[src/rtl/display_refresh_sequencer.sv]
// Sequences config and digit words for a multi-digit display driver, writing only changed digits.
// Latency: o_ack NUM_DIGITS+1 cycles after acceptance when nothing changes; each written word adds the driver's ack time.
// Backpressure: a word request waits while i_word_busy=1 and holds addr/data until i_word_ack; i_stb is ignored unless idle.
//
// Ports:
//   i_clk, i_reset_n                      clock, async active-low reset
//   i_stb, i_write_config, i_force        refresh request and its options (sampled together)
//   i_digits, i_dp, i_intensity, i_enable display contents / config values (sampled with i_stb)
//   o_busy, o_ack                         request in progress / one-cycle completion pulse
//   o_word_stb, o_word_addr, o_word_data  word request to the serial driver
//   i_word_busy, i_word_ack               serial driver status / word-done pulse
module display_refresh_sequencer #(
  parameter int         NUM_DIGITS  = 6,
  parameter logic [7:0] DECODE_MODE = 8'hFF
) (
  input  logic                    i_clk,
  input  logic                    i_reset_n,
  input  logic                    i_stb,
  input  logic                    i_write_config,
  input  logic                    i_force,
  input  logic [4*NUM_DIGITS-1:0] i_digits,
  input  logic [NUM_DIGITS-1:0]   i_dp,
  input  logic [3:0]              i_intensity,
  input  logic                    i_enable,
  output logic                    o_busy,
  output logic                    o_ack,
  output logic                    o_word_stb,
  output logic [3:0]              o_word_addr,
  output logic [7:0]              o_word_data,
  input  logic                    i_word_busy,
  input  logic                    i_word_ack
);

  localparam int IDX_W = $clog2(NUM_DIGITS + 1);

  typedef enum logic [1:0] {
    ST_IDLE,
    ST_CONFIG,
    ST_DIGIT,
    ST_DONE
  } state_e;

  state_e                  state_q, state_d;
  logic [IDX_W-1:0]        dig_idx_q, dig_idx_d;
  logic [2:0]              cfg_idx_q, cfg_idx_d;
  logic [4*NUM_DIGITS-1:0] digits_q, digits_d;
  logic [NUM_DIGITS-1:0]   dp_q, dp_d;
  logic [3:0]              intensity_q, intensity_d;
  logic                    enable_q, enable_d;
  logic                    force_q, force_d;
  logic                    word_stb_q, word_stb_d;
  logic [3:0]              word_addr_q, word_addr_d;
  logic [7:0]              word_data_q, word_data_d;
  logic [7:0]              shadow_q [NUM_DIGITS];
  logic [7:0]              shadow_d [NUM_DIGITS];
  logic [NUM_DIGITS-1:0]   shadow_vld_q, shadow_vld_d;

  // Current digit view: word contents, address and shadow entry at dig_idx_q.
  logic [7:0] cur_data;
  logic [7:0] cur_shadow;
  logic       cur_vld;
  logic [3:0] cur_addr;
  logic       digit_needed;
  logic       last_digit;

  always_comb begin
    cur_data   = 8'h00;
    cur_shadow = 8'h00;
    cur_vld    = 1'b0;
    cur_addr   = 4'h0;
    for (int k = 0; k < NUM_DIGITS; k++) begin
      if (dig_idx_q == IDX_W'(k)) begin
        cur_data   = {dp_q[k], 3'b000, digits_q[4*k +: 4]};
        cur_shadow = shadow_q[k];
        cur_vld    = shadow_vld_q[k];
        cur_addr   = 4'(k + 1);
      end
    end
  end

  assign digit_needed = force_q || !cur_vld || (cur_shadow != cur_data);
  assign last_digit   = (dig_idx_q == IDX_W'(NUM_DIGITS - 1));

  // Config word table, walked by cfg_idx_q.
  logic [3:0] cfg_addr;
  logic [7:0] cfg_data;

  always_comb begin
    cfg_addr = 4'd9;
    cfg_data = DECODE_MODE;
    case (cfg_idx_q)
      3'd0: begin
        cfg_addr = 4'd9;
        cfg_data = DECODE_MODE;
      end
      3'd1: begin
        cfg_addr = 4'd10;
        cfg_data = {4'h0, intensity_q};
      end
      3'd2: begin
        cfg_addr = 4'd11;
        cfg_data = 8'(NUM_DIGITS - 1);
      end
      3'd3: begin
        cfg_addr = 4'd12;
        cfg_data = {7'h0, enable_q};
      end
      default: begin
        cfg_addr = 4'd15;
        cfg_data = 8'h00;
      end
    endcase
  end

  always_comb begin
    state_d      = state_q;
    dig_idx_d    = dig_idx_q;
    cfg_idx_d    = cfg_idx_q;
    digits_d     = digits_q;
    dp_d         = dp_q;
    intensity_d  = intensity_q;
    enable_d     = enable_q;
    force_d      = force_q;
    word_stb_d   = word_stb_q;
    word_addr_d  = word_addr_q;
    word_data_d  = word_data_q;
    shadow_d     = shadow_q;
    shadow_vld_d = shadow_vld_q;

    case (state_q)
      ST_IDLE: begin
        if (i_stb) begin
          digits_d    = i_digits;
          dp_d        = i_dp;
          intensity_d = i_intensity;
          enable_d    = i_enable;
          // A config refresh rewrites every digit, so it is folded into force here.
          force_d     = i_force | i_write_config;
          dig_idx_d   = '0;
          cfg_idx_d   = 3'd0;
          state_d     = i_write_config ? ST_CONFIG : ST_DIGIT;
        end
      end

      ST_CONFIG: begin
        if (word_stb_q) begin
          if (i_word_ack) begin
            word_stb_d = 1'b0;
            if (cfg_idx_q == 3'd4) begin
              state_d   = ST_DIGIT;
              dig_idx_d = '0;
            end else begin
              cfg_idx_d = cfg_idx_q + 3'd1;
            end
          end
        end else if (!i_word_busy) begin
          word_stb_d  = 1'b1;
          word_addr_d = cfg_addr;
          word_data_d = cfg_data;
        end
      end

      ST_DIGIT: begin
        if (word_stb_q) begin
          if (i_word_ack) begin
            word_stb_d = 1'b0;
            // Shadow takes the value actually sent, held stable on word_data_q.
            for (int k = 0; k < NUM_DIGITS; k++) begin
              if (dig_idx_q == IDX_W'(k)) begin
                shadow_d[k]     = word_data_q;
                shadow_vld_d[k] = 1'b1;
              end
            end
            if (last_digit) begin
              state_d   = ST_DONE;
              dig_idx_d = '0;
            end else begin
              dig_idx_d = dig_idx_q + IDX_W'(1);
            end
          end
        end else if (!digit_needed) begin
          // Unchanged digit: spend exactly one cycle, no word request.
          if (last_digit) begin
            state_d   = ST_DONE;
            dig_idx_d = '0;
          end else begin
            dig_idx_d = dig_idx_q + IDX_W'(1);
          end
        end else if (!i_word_busy) begin
          word_stb_d  = 1'b1;
          word_addr_d = cur_addr;
          word_data_d = cur_data;
        end
      end

      ST_DONE: begin
        state_d = ST_IDLE;
      end

      default: begin
        state_d = ST_IDLE;
      end
    endcase
  end

  always_ff @(posedge i_clk or negedge i_reset_n) begin
    if (!i_reset_n) begin
      state_q      <= ST_IDLE;
      dig_idx_q    <= '0;
      cfg_idx_q    <= 3'd0;
      digits_q     <= '0;
      dp_q         <= '0;
      intensity_q  <= 4'h0;
      enable_q     <= 1'b0;
      force_q      <= 1'b0;
      word_stb_q   <= 1'b0;
      word_addr_q  <= 4'h0;
      word_data_q  <= 8'h00;
      shadow_vld_q <= '0;
      for (int k = 0; k < NUM_DIGITS; k++) begin
        shadow_q[k] <= 8'h00;
      end
    end else begin
      state_q      <= state_d;
      dig_idx_q    <= dig_idx_d;
      cfg_idx_q    <= cfg_idx_d;
      digits_q     <= digits_d;
      dp_q         <= dp_d;
      intensity_q  <= intensity_d;
      enable_q     <= enable_d;
      force_q      <= force_d;
      word_stb_q   <= word_stb_d;
      word_addr_q  <= word_addr_d;
      word_data_q  <= word_data_d;
      shadow_vld_q <= shadow_vld_d;
      for (int k = 0; k < NUM_DIGITS; k++) begin
        shadow_q[k] <= shadow_d[k];
      end
    end
  end

  assign o_busy      = (state_q == ST_CONFIG) || (state_q == ST_DIGIT);
  assign o_ack       = (state_q == ST_DONE);
  assign o_word_stb  = word_stb_q;
  assign o_word_addr = word_addr_q;
  assign o_word_data = word_data_q;

endmodule

[config.mk]
export PLATFORM = sky130hd
export DESIGN_NAME = display_refresh_sequencer
export DESIGN_NICKNAME = d
export VERILOG_FILES = /design/src/rtl/display_refresh_sequencer.sv
export SDC_FILE = /design/constraint.sdc
export NUM_CORES = 1
export LEC_CHECK = 0
export CAP_MARGIN = 30
export CORE_MARGIN = 5
export CORE_UTILIZATION = 61
export DETAILED_ROUTE_END_ITERATION = 10
export PLACE_DENSITY = 0.85
export SETUP_SLACK_MARGIN = 0.02
export SYNTH_ARGS = -nofsm -noshare
export SYNTH_HDL_FRONTEND = slang
export SYNTH_SLANG_ARGS = --single-unit
[constraint.sdc]
create_clock -name i_clk -period 7.8 [get_ports i_clk]
set_input_delay 0.78 -clock i_clk [delete_from_list [all_inputs] [get_ports i_clk]]
set_output_delay 0.78 -clock i_clk [all_outputs]
set_load 0.02 [all_outputs]
After elaboration in Yosys (flattened, before gate mapping):

Cells that the tools add are included.

* register bits: 111
* bits of input ports: 42
* output and inout port bits: 15
* word-level logic and storage cells: 139

* $add $sub $neg: 2
* equality and inequality tests: 25
* multiplexer cells: 67
* bitwise gates (word level): 1
* reduce and logical (&&, ||, !) cells: 21

Operators by type and width (number)
* 8-bit two-way mux: 17
* 4-bit two-way mux: 10
* 3-bit two-way mux: 11
* 8-bit one-hot mux with 4 select lines: 1
* 4-bit AND reduction: 6
* 2-bit != test (second input constant): 10
* 2-bit two-way mux: 9
* 8-bit one-hot mux with 2 select lines: 1
* 3-bit by 2-bit equality test with 1-bit output (second input constant): 4
* 1-bit two-way mux: 12
* 3-bit one-hot mux with 4 select lines: 1
* 6-bit AND reduction: 2
* 3-bit equality test (second input constant): 3
* 3-bit one-hot mux with 3 select lines: 1
* 8-bit != test: 1
* 2-bit one-hot mux with 4 select lines: 1
* 4-bit one-hot mux with 2 select lines: 1
* 7-bit AND reduction: 1
* 3-bit by 1-bit adder with 3-bit output (second input constant): 2
* 3-bit by 1-bit equality test with 1-bit output (second input constant): 2
* 3-bit logical NOT: 2
* 3-bit != test (second input constant): 2
* 3-bit one-hot mux with 2 select lines: 1
* 5-bit AND reduction: 1
* 10 further kinds: 14

Depth between registers and ports, before layout:

* depth after elaboration: 13
* gate-level depth with buffers: 16
* depth with buffers taken out: 10

Worst setup path after synthesis:

No wires, ideal clock.

* kind: reg2reg
* from: reg dig_idx_q[0]
* to: reg word_data_q[0] (netlist: o_word_data[0])
* data arrival time: 3.236 ns
* data required time: 7.696 ns
* path slack: 4.460 ns
* stages on the path, launching flop included: 16
* path buffers: 5
* period minus slack after synthesis: 3.340 ns
* cells stage by stage: dfrtp_1 > buf_6 > buf_6 > buf_6 > buf_2 > and2_1 > ha_1 > buf_2 > nor2_4 > a32oi_1 > a22oi_1 > xnor2_2 > nand4_4 > or4_1 > mux2i_1 > a221oi_1

* cells in the longest elaborated chain, start to end: 12
* elaborated cells between the ends (all ways): 34
* classes of those cells: eq/ne: 7; mux: 22; reduce/logical: 5

RTL lines
* from (decl): line 44 `logic [IDX_W-1:0] dig_idx_q, dig_idx_d;`
* from (signal assigned): line 225 `dig_idx_q <= dig_idx_d;`
* parallel branches: the longest is 12 deep, another holds 8-bit two-way mux
* to (signal assigned): line 234 `word_data_q <= word_data_d;`
* to (decl): line 53 `logic [7:0] word_data_q, word_data_d;`

Several ways; the timed one is not identified. The select of a mux whose other input is x is not followed.
A chain may end at the register's enable or synchronous reset.

Worst setup path in the final report:

* from: reg dig_idx_q[2]
* to: reg dig_idx_q[0]

* cells in the longest elaborated chain, start to end: 12
* elaborated cells between the ends (all ways): 35
* classes of those cells: eq/ne: 7; mux: 23; reduce/logical: 5

RTL lines
* parallel branches: the longest is 12 deep, another holds 8-bit two-way mux

Several ways; the timed one is not identified. The select of a mux whose other input is x is not followed.

==> metrics <==
gate count after technology mapping 441; buffers inserted by post-CTS timing repair 0; commonest non-fill, non-tap cell in the layout dfrtp_1; part of the power in combinational logic 46.0%; number of different library cells in the post-synthesis netlist 66; ratio of final minimum period to clock period 49.1%; combinational family with the most area after synthesis multiplexers; met3 GRT Util 4.16%; cells taking the most area after synthesis dfrtp_1 (47%), mux2_2 (15%), mux2i_1 (3.1%); register-to-register setup slack 3970 ps; total placed instance area 0.00574 mm²; Die Area 0.0105 mm²; post-CTS resize count 0; GR Util All Layers 24.3%; Mapped Nets 495; endpoint of the worst register-to-register path dig_idx_q[0]; top cell family by delay on the critical path compound AO/OA/AOI/OAI gates; Std-Cell Rows 33; fraction of the core area covered by cells at the end of the flow 72.5%; clk buf depth 2; fin. max-slew vios 0; fraction of layout cells with a size suffix above 1 23.6%; hold violation total from the final report 0; power density of the placed cells 382 mW/mm²; fraction of registers with async set/reset 100%; post-route clock skew 15.5 ps; GR met2 Demand/Resource 39.7%; worst endpoint required time 8040 ps; via density per instance 6.21; Final nets 540; Die Span Y 102 µm; part of the Yosys area used for sequential elements 46.8%; top_reg_cell synth dfrtp_1; Clock Latency Late Sink 360 ps; maximum fanout count along the critical path 20; area of the core 0.00826 mm²; GRT met1 Usage 32.7%; Root Buffer clkbuf_8; final weighted congestion in routability-driven placement 0.885; complex-gate fraction of the synthesized area 14.3%; total number of vias 3700; routed len/inst 19.7 µm; 1st-pass router iterations 5; Clk pwr share 16.3%; H-Tree Depth 3; Yosys Warn Count 0; Post-DRT Antenna Nets 0; global-route layer with the greatest usage met2; Reg2Reg Depth 10; CTS clk-pin slew, worst paths 110 ps; type of the tightest min-delay check in2async; delay contributed by the slowest stage of the critical path 880 ps; result of the run finished clean; maximum resistive drop on vdd 179 µV; post-synthesis cell type with the largest combined area dfrtp_1; share of Yosys cell area claimed by the top area cell type 46.8%; initial detailed-routing violation count 225; endpoint type of the worst setup path flop; post-synthesis share of cell area spent on full adders, half adders and majority gates 2.89%; Final min period 3830 ps; sw power 0.897 mW; total inserted antenna cells 0; Least-Margin Pin Slew 970 ps; simple-gate area share of the yosys netlist 10.9%; FF+latch count, synth 97; number of flops mapped to enable cells by yosys 0; TritonCTS clock tree built; number of max-cap violations 0; I/O Buffers 56; leakage dissipation 2.59 nW; overflow left after global routing 0; die outline width 102 µm; share of the synthesized netlist area taken by xor and xnor gates 1.28%; area of the mapped netlist 0.00519 mm²; kind of critical path reg2reg; clk sinks 97; number of clock buffers inserted by TritonCTS 9; maximum clock frequency 261 MHz; largest net degree at the start of global routing 75; worst-path cell with the longest stage delay dfrtp_1; Top Ports 57; Crit path buffers/inverters 1; initial antenna violation count 0; share of power burned in registers 37.7%; wire length of the first global-routing pass 19500 µm; critical register-to-register path startpoint dig_idx_q[2]; Final setup viols 0; cell-internal power 1.39 mW; aggregate negative setup slack 0 ps; setup repair after global routing missed its margin no; post-detailed-placement half-perimeter wirelength 8410 µm; Sw Share 39.1%; post-layout instance area 0.00599 mm²; crit path cell chain inv_1 -> ha_1 -> nor2_4 -> a32oi_1 -> a22oi_1 -> xnor2_2 -> nand4_4 -> o41ai_4 -> nor2_1 -> a221o_1; Avg Cell Area, Syn 11.8 µm²; top library cells by usage in the layout, fill and taps aside dfrtp_1 (97), mux2_2 (70), clkdlybuf4s50_1 (55); multiplexer fraction of the synthesized cell area 19.6%; Worst slew margin 34.8%; total routed wirelength 11700 µm; post-detailed-route DRC marker count 0; area growth from synthesis to layout 15.4%; data arrival time of the critical path 4070 ps; via count of the first global-routing pass 3741; launching element type of the critical path flop; Hold Buf Count CTS 0; Starting Density 62.8%
## registers in the layout (all words and copies together), names as in the netlist
name / cells
dp_q: 6
dig_idx_q: 3
shadow_q: 36
cfg_idx_q: 3
force_q: 1
digits_q: 24
enable_q: 1
o_word_addr: 4
intensity_q: 4
o_word_stb: 1
state_q: 2
shadow_vld_q: 6
o_word_data: 6
## metal layers
| layer | routed length, µm | vias to the layer above | share of wire, % |
|---|---|---|---|
| li1 | - | 1696 | - |
| met2 | 5790 | 148 | 49 |
| met1 | 5000 | 1827 | 43 |
| met3 | 646 | 29 | 5.5 |
| met4 | 288 | 0 | 2.5 |
| met5 | 0 | - | 0 |
## kinds of logic (layout without fill, tap and decap cells)
family          Yosys count  after routing
compound gates           96             96
mux                      91             91
buf+inv                  39             89
xor+xnor                  5              5
fa+ha+maj                12             12
simple gates            101            101
flops                    97             97
## how the worst max path moves through the flow
stage | start | to | slack, ps | depth (start not counted)
after floorplan | dig_idx_q[0] | o_word_data[0] | 4460 | 15
after global routing | dig_idx_q[2] | dig_idx_q[0] | 3730 | 10
final | dig_idx_q[2] | dig_idx_q[0] | 3970 | 10
after CTS | dig_idx_q[2] | dig_idx_q[0] | 4030 | 10
after detailed placement | dig_idx_q[2] | o_word_addr[1] | 4050 | 10
after global placement | dig_idx_q[2] | dig_idx_q[0] | 4150 | 10
## area by class of cell
type,count,area [µm²]
repair buffers,61,616
clock buffers,10,128
flip-flops and latches,97,2430
well taps,105,131
fillers,589,2270
multi-input cells,305,2540
clock inverters,6,97.6
inverters,12,45.0
## cells in the mapped netlist, types with 4 or more instances
library cell  number
nand2_1           23
ha_1              12
nor2_1            24
nand2b_1           6
a2bb2oi_1          5
nand3_1            7
a22oi_1            4
mux2i_1           16
buf_6              7
mux2_2            70
dfrtp_1           97
a21oi_1           15
clkbuf_1          10
inv_1             12
or2_2              5
a32oi_1            4
buf_4              4
nor3_1             9
o21ai_1            8
a22o_1             5
nor2b_1            4
o21ai_0           21
## stage by stage
step	instances	setup slack [ps]	power [mW]	hold WS [ps]
2_1_floorplan	441	4460	1.63	434
3_3_place_gp	578	4150	1.88	451
3_5_place_dp	579	4050	1.92	457
4_1_cts	595	4030	2.29	290
5_1_grt	596	3730	2.43	306
6_report	596	3970	2.29	293
## power by group through the flow
stage | Sequential (mW) | Clock (mW) | Combinational (mW)
2_1_floorplan | 0.824 | 0 | 0.802
3_3_place_gp | 0.859 | 0 | 1.02
3_5_place_dp | 0.871 | 0 | 1.05
4_1_cts | 0.862 | 0.377 | 1.05
5_1_grt | 0.888 | 0.397 | 1.15
6_report | 0.864 | 0.373 | 1.05
No activity file was read; power rests on OpenSTA's default activity.
==> RTL edit 1 (same flow settings) <==
Encoding of `state_e`: now one-hot (4 bits for 4 states).
--- a/src/rtl/display_refresh_sequencer.sv
+++ b/src/rtl/display_refresh_sequencer.sv
@@ -33,11 +33,11 @@
 
   localparam int IDX_W = $clog2(NUM_DIGITS + 1);
 
-  typedef enum logic [1:0] {
-    ST_IDLE,
-    ST_CONFIG,
-    ST_DIGIT,
-    ST_DONE
+  typedef enum logic [3:0] {
+    ST_IDLE   = 4'b0001,
+    ST_CONFIG = 4'b0010,
+    ST_DIGIT  = 4'b0100,
+    ST_DONE   = 4'b1000
   } state_e;
 
   state_e                  state_q, state_d;
Formal check against the unedited RTL: same outputs for any inputs over 4 cycles, from zero or initial values and one cycle with i_reset_n low; so few cycles prove little.
==> RTL edit 1 against the original RTL <==
  * Critical path depth up 1
  * Cell area down 4.0%
  * Core utilization down 1.5 points
  * Routed wire length down 1.4%
  * Worst setup slack worse by 740 ps
  * Critical endpoint is now o_word_addr[1]$_DFFE_PN0P_
  * Non-clock buffer count unchanged
  * Sequential cell count up 2
  * Synthesized area down 4.2%
  * Clock power down 13%
  * Largest power group is now registers
  * Cell count down 0.34%
  * Hold slack worse by 30 ps
  * Total power down 13%
  * First-iteration DRC count up 19%
==> RTL edit 1: results (changes against the original RTL) <==
* Result of the run: finished, final reports clean
* Largest net degree at the start of global routing at 83 (+11%)
* Level count of the clock H-tree at 3 (unchanged)
* Worst-case headroom to the max-slew limit at 29.1% (-5.7 points)
* Crit Reg-Reg Startpoint: dig_idx_q[1]$_DFFE_PN0P_
* Part of the Yosys area used for sequential elements at 49.8% (+3.1 points)
* Met2 wire length at 5460 um (-5.8%)
* Crit path largest cell delay at 750 ps (-130 ps)
* Register-to-Register Path Depth at 11 (+1)
* Synthesized netlist net count at 486 (-1.8%)
* DRT Wirelength at 11600 um (-1.4%)
* Largest delay contributor family on the critical path: simple AND/OR/NAND/NOR gates
* Reg2reg end: o_word_addr[1]$_DFFE_PN0P_
* Slack of the worst reg-to-reg path at 3230 ps (-740 ps)
* Achievable frequency at 219 MHz (-16%)
* Via count at 3638 (-1.7%)
* Buffer count from post-CTS setup fixing at 0 (unchanged)
* Vias in the first global route at 3722 (-0.51%)
* Routed met3 length at 653 um (+1.1%)
* Number of violations reported at the end of detailed-routing iteration 0 at 268 (+19%)
* Total number of nets in the final design at 532 (-1.5%)
* Cell count after placement at 577 (-0.35%)
* Wire length on met1 at 5120 um (+2.4%)
* Setup skew after layout at 9.23 ps (-6.31 ps)
* Critical path peak fanout at 18 (-10%)
* Fill cell total of the finished layout at 618 (+4.9%)
* Weighted congestion reported at the end of routability-driven placement at 0.923 (+4.4%)
* Largest cells by area after synthesis: sky130_fd_sc_hd__dfrtp_1, sky130_fd_sc_hd__mux2_2, sky130_fd_sc_hd__mux2i_1, sky130_fd_sc_hd__nand2_1, sky130_fd_sc_hd__o21ai_0
* Routed wirelength normalized by instance count at 19.5 um (-1.1%)
* Yosys warnings at 0 (unchanged)
* Count of unique library cells instantiated by Yosys at 54 (-18%)
* Global-route usage over all layers at 24.9% (+0.61 points)
* Setup WS pre-CTS at 3360 ps (-690 ps)
* Cells after synthesis at 438 (-0.68%)
* Wire length of the first global-routing pass at 19500 um (about the same)
* Final worst hold slack at 263 ps (-29.7 ps)
* Maximum vdd ir drop at 202 uV (+13%)
* Top cells by count, synth: sky130_fd_sc_hd__dfrtp_1, sky130_fd_sc_hd__mux2_2, sky130_fd_sc_hd__nand2_1
* Critical path endpoint: o_word_addr[1]$_DFFE_PN0P_
* Fraction of layout instances using a drive strength above 1 at 23.1% (-0.52 points)
* Half-perimeter wire length after detailed placement at 8320 um (-1.1%)
* WP data arrival at 4840 ps (+770 ps)
* P_leak at 0.00251 uW (-2.9%)
[RTL edit 1: per-layer routing]
metal,global-route usage (%),vias to the layer above
met2,38.3,136
met5,0,-
met1,34.7,1813
met4,8.39,0
li1,-,1665
met3,6.05,24
[RTL edit 1: logic make-up (layout without fill, tap and decap cells)]
| family | count (synthesis) | in the layout | share of synthesized area [%] |
|---|---|---|---|
| AO/OA/AOI/OAI | 80 | 80 | 11.2 |
| XOR/XNOR | 6 | 6 | 1.06 |
| adder cells (fa/ha/maj) | 6 | 6 | 1.51 |
| buffers and inverters | 40 | 91 | 4.15 |
| flip-flops | 99 | 99 | 49.8 |
| multiplexers | 90 | 90 | 20.0 |
| AND/OR/NAND/NOR | 117 | 117 | 12.3 |
[RTL edit 1: cell type report]
cell class | instances | area, um2 | area share [%]
repair buffers | 61 | 608 | 10.6
clock buffers | 10 | 138 | 2.39
inverters | 14 | 52.6 | 0.914
well taps | 105 | 131 | 2.28
multi-input cells | 299 | 2290 | 39.8
flip-flops and latches | 99 | 2480 | 43.1
clock inverters | 6 | 56.3 | 0.979
[RTL edit 1: power breakdown]
part | switching [uW] | total [uW] | internal [uW]
registers | 152 | 843 | 691
clock network | 192 | 323 | 131
logic | 415 | 823 | 407
[RTL edit 1: per-stage QoR]
step,cell area [um2],total power [uW],util [%]
final,5750,1990,71.1
after global routing,5750,2110,71.1
after CTS,5730,1990,70.8
after detailed placement,5540,1670,68.4
after global placement,5540,1640,68.4
after floorplan,4970,1410,-
==> RTL edit 2 (same settings) <==
Without the edit above. `NUM_DIGITS`: 6 -> 3.
--- a/src/rtl/display_refresh_sequencer.sv
+++ b/src/rtl/display_refresh_sequencer.sv
@@ -10,7 +10,7 @@
 //   o_word_stb, o_word_addr, o_word_data  word request to the serial driver
 //   i_word_busy, i_word_ack               serial driver status / word-done pulse
 module display_refresh_sequencer #(
-  parameter int         NUM_DIGITS  = 6,
+  parameter int         NUM_DIGITS  = 3,
   parameter logic [7:0] DECODE_MODE = 8'hFF
 ) (
   input  logic                    i_clk,
Interface: changed (resized i_digits and i_dp); port bits go from 57 to 42. No check against the original RTL was run, so the function may have changed too.
==> RTL edit 2 against the original RTL <==
  * Total power decreased by 30%
  * Worst setup slack improved by 890 ps
  * Critical endpoint is now o_word_data[6]$_DFFE_PN0P_
  * Combinational power decreased by 24%
  * Critical path depth decreased by 1
  * Clock power decreased by 35%
  * Sequential power decreased by 34%
  * Routed wire length decreased by 40%
  * Sequential cell count decreased by 37
  * Highest routed layer unchanged
  * Hold slack improved by 180 ps
  * Largest power group unchanged
  * Synthesized area decreased by 37%
  * Cell area decreased by 36%
  * Synthesized cell count decreased by 32%
==> RTL edit 2: results (changes against the original RTL) <==
* Count of inverters other than clock inverters in the layout at 14 (+2)
* Adder and majority gate portion of the synthesized area at 6.17% (+3.3 points)
* Layout clock buffers at 13 (+3)
* Number of multi-input combinational cells at 210 (-31%)
* Number of search-and-repair iterations in the first detailed-routing pass at 4 (-1)
* Wire length of the first global-routing pass at 12000 um (-38%)
* Via count at 2427 (-34%)
* Post-synthesis share of cell area spent on xor and xnor gates at 1.81% (+0.53 points)
* Setup WS pre-CTS at 4940 ps (+891 ps)
* Number of buffers inserted by port buffering at 41 (-27%)
* Cell count after placement at 396 (-32%)
* WP data arrival at 3170 ps (-900 ps)
* Largest delay contributor family on the critical path: simple AND/OR/NAND/NOR gates
* Cells after synthesis at 299 (-32%)
* GR Util met1 at 26.9% (-5.8 points)
* CTS sink cnt at 60 (-38%)
* HP Class: reg2reg
* Crit path largest cell delay at 670 ps (-210 ps)
* Number of violations reported at the end of detailed-routing iteration 0 at 108 (-52%)
* Synthesized netlist net count at 342 (-31%)
* Global-route usage over all layers at 21.5% (-2.8 points)
* Routed met3 length at 297 um (-54%)
* Weighted congestion reported at the end of routability-driven placement at 0.892 (+0.89%)
* Wire length on met1 at 3050 um (-39%)
* Worst-case headroom to the max-slew limit at 38.5% (+3.7 points)
* Non-clk buf share at 10.8% (+0.54 points)
* Critical path peak fanout at 22 (+10%)
* Fill cell total of the finished layout at 394 (-33%)
* Final non-filler cell area at 3820 um2 (-36%)
* Top cells by count, synth: sky130_fd_sc_hd__dfrtp_1, sky130_fd_sc_hd__mux2_2, sky130_fd_sc_hd__nand2_1
* Highest-delay cell along the critical path: sky130_fd_sc_hd__ha_1
* Met3 track demand over resource at 4.55% (+0.39 points)
* Result of the run: finished, final reports clean
* P_leak at 0.00166 uW (-36%)
* Setup skew after layout at 10.0 ps (-5.49 ps)
* DRT Wirelength at 7090 um (-40%)
* Multiplexer share of the synthesized area at 14.9% (-4.7 points)
-- RTL edit 2: cell types whose count changed after synthesis, moves of 5 or more --
cell                       unedited run  this run
sky130_fd_sc_hd__or2_2                5         0
sky130_fd_sc_hd__mux2i_1             16         4
sky130_fd_sc_hd__nand2_1             23        28
sky130_fd_sc_hd__nor3_1               9         4
sky130_fd_sc_hd__dfrtp_1             97        60
sky130_fd_sc_hd__mux2_2              70        38
sky130_fd_sc_hd__nand3b_1             3         9
sky130_fd_sc_hd__nor2_1              24        12
sky130_fd_sc_hd__a22o_1               5         0
sky130_fd_sc_hd__buf_6                7         2
-- RTL edit 2: worst paths after layout --
kind	from	end	slack [ps]	depth (start not counted)
worst max-delay path	dig_idx_q[0]$_DFFE_PN0P_	o_word_data[6]$_DFFE_PN0P_	4850	9
worst min-delay path	shadow_vld_q[0]$_DFFE_PN0P_	shadow_vld_q[0]$_DFFE_PN0P_	470	1
worst max register to register	dig_idx_q[0]$_DFFE_PN0P_	o_word_data[6]$_DFFE_PN0P_	4850	9
worst min register to register	shadow_vld_q[0]$_DFFE_PN0P_	shadow_vld_q[0]$_DFFE_PN0P_	470	1
max in group asynchronous	i_reset_n	o_word_stb$_DFFE_PN0P_	6710	2
min in group asynchronous	i_reset_n	shadow_q[19]$_DFFE_PN0P_	600	2
-- RTL edit 2: power by group --
| part | leakage [uW] | total (uW) | internal, uW | switching (uW) |
|---|---|---|---|---|
| registers | 0.000741 | 569 | 453 | 116 |
| logic | 0.000833 | 801 | 374 | 427 |
| clock network | 0.0000893 | 243 | 130 | 113 |
-- RTL edit 2: cells by family (layout without fill, tap and decap cells) --
logic type      Yosys count  after routing
xor+xnor                  5              5
buf+inv                  29             71
mux                      43             43
flops                    60             60
fa+ha+maj                16             16
simple gates             77             77
compound gates           69             69
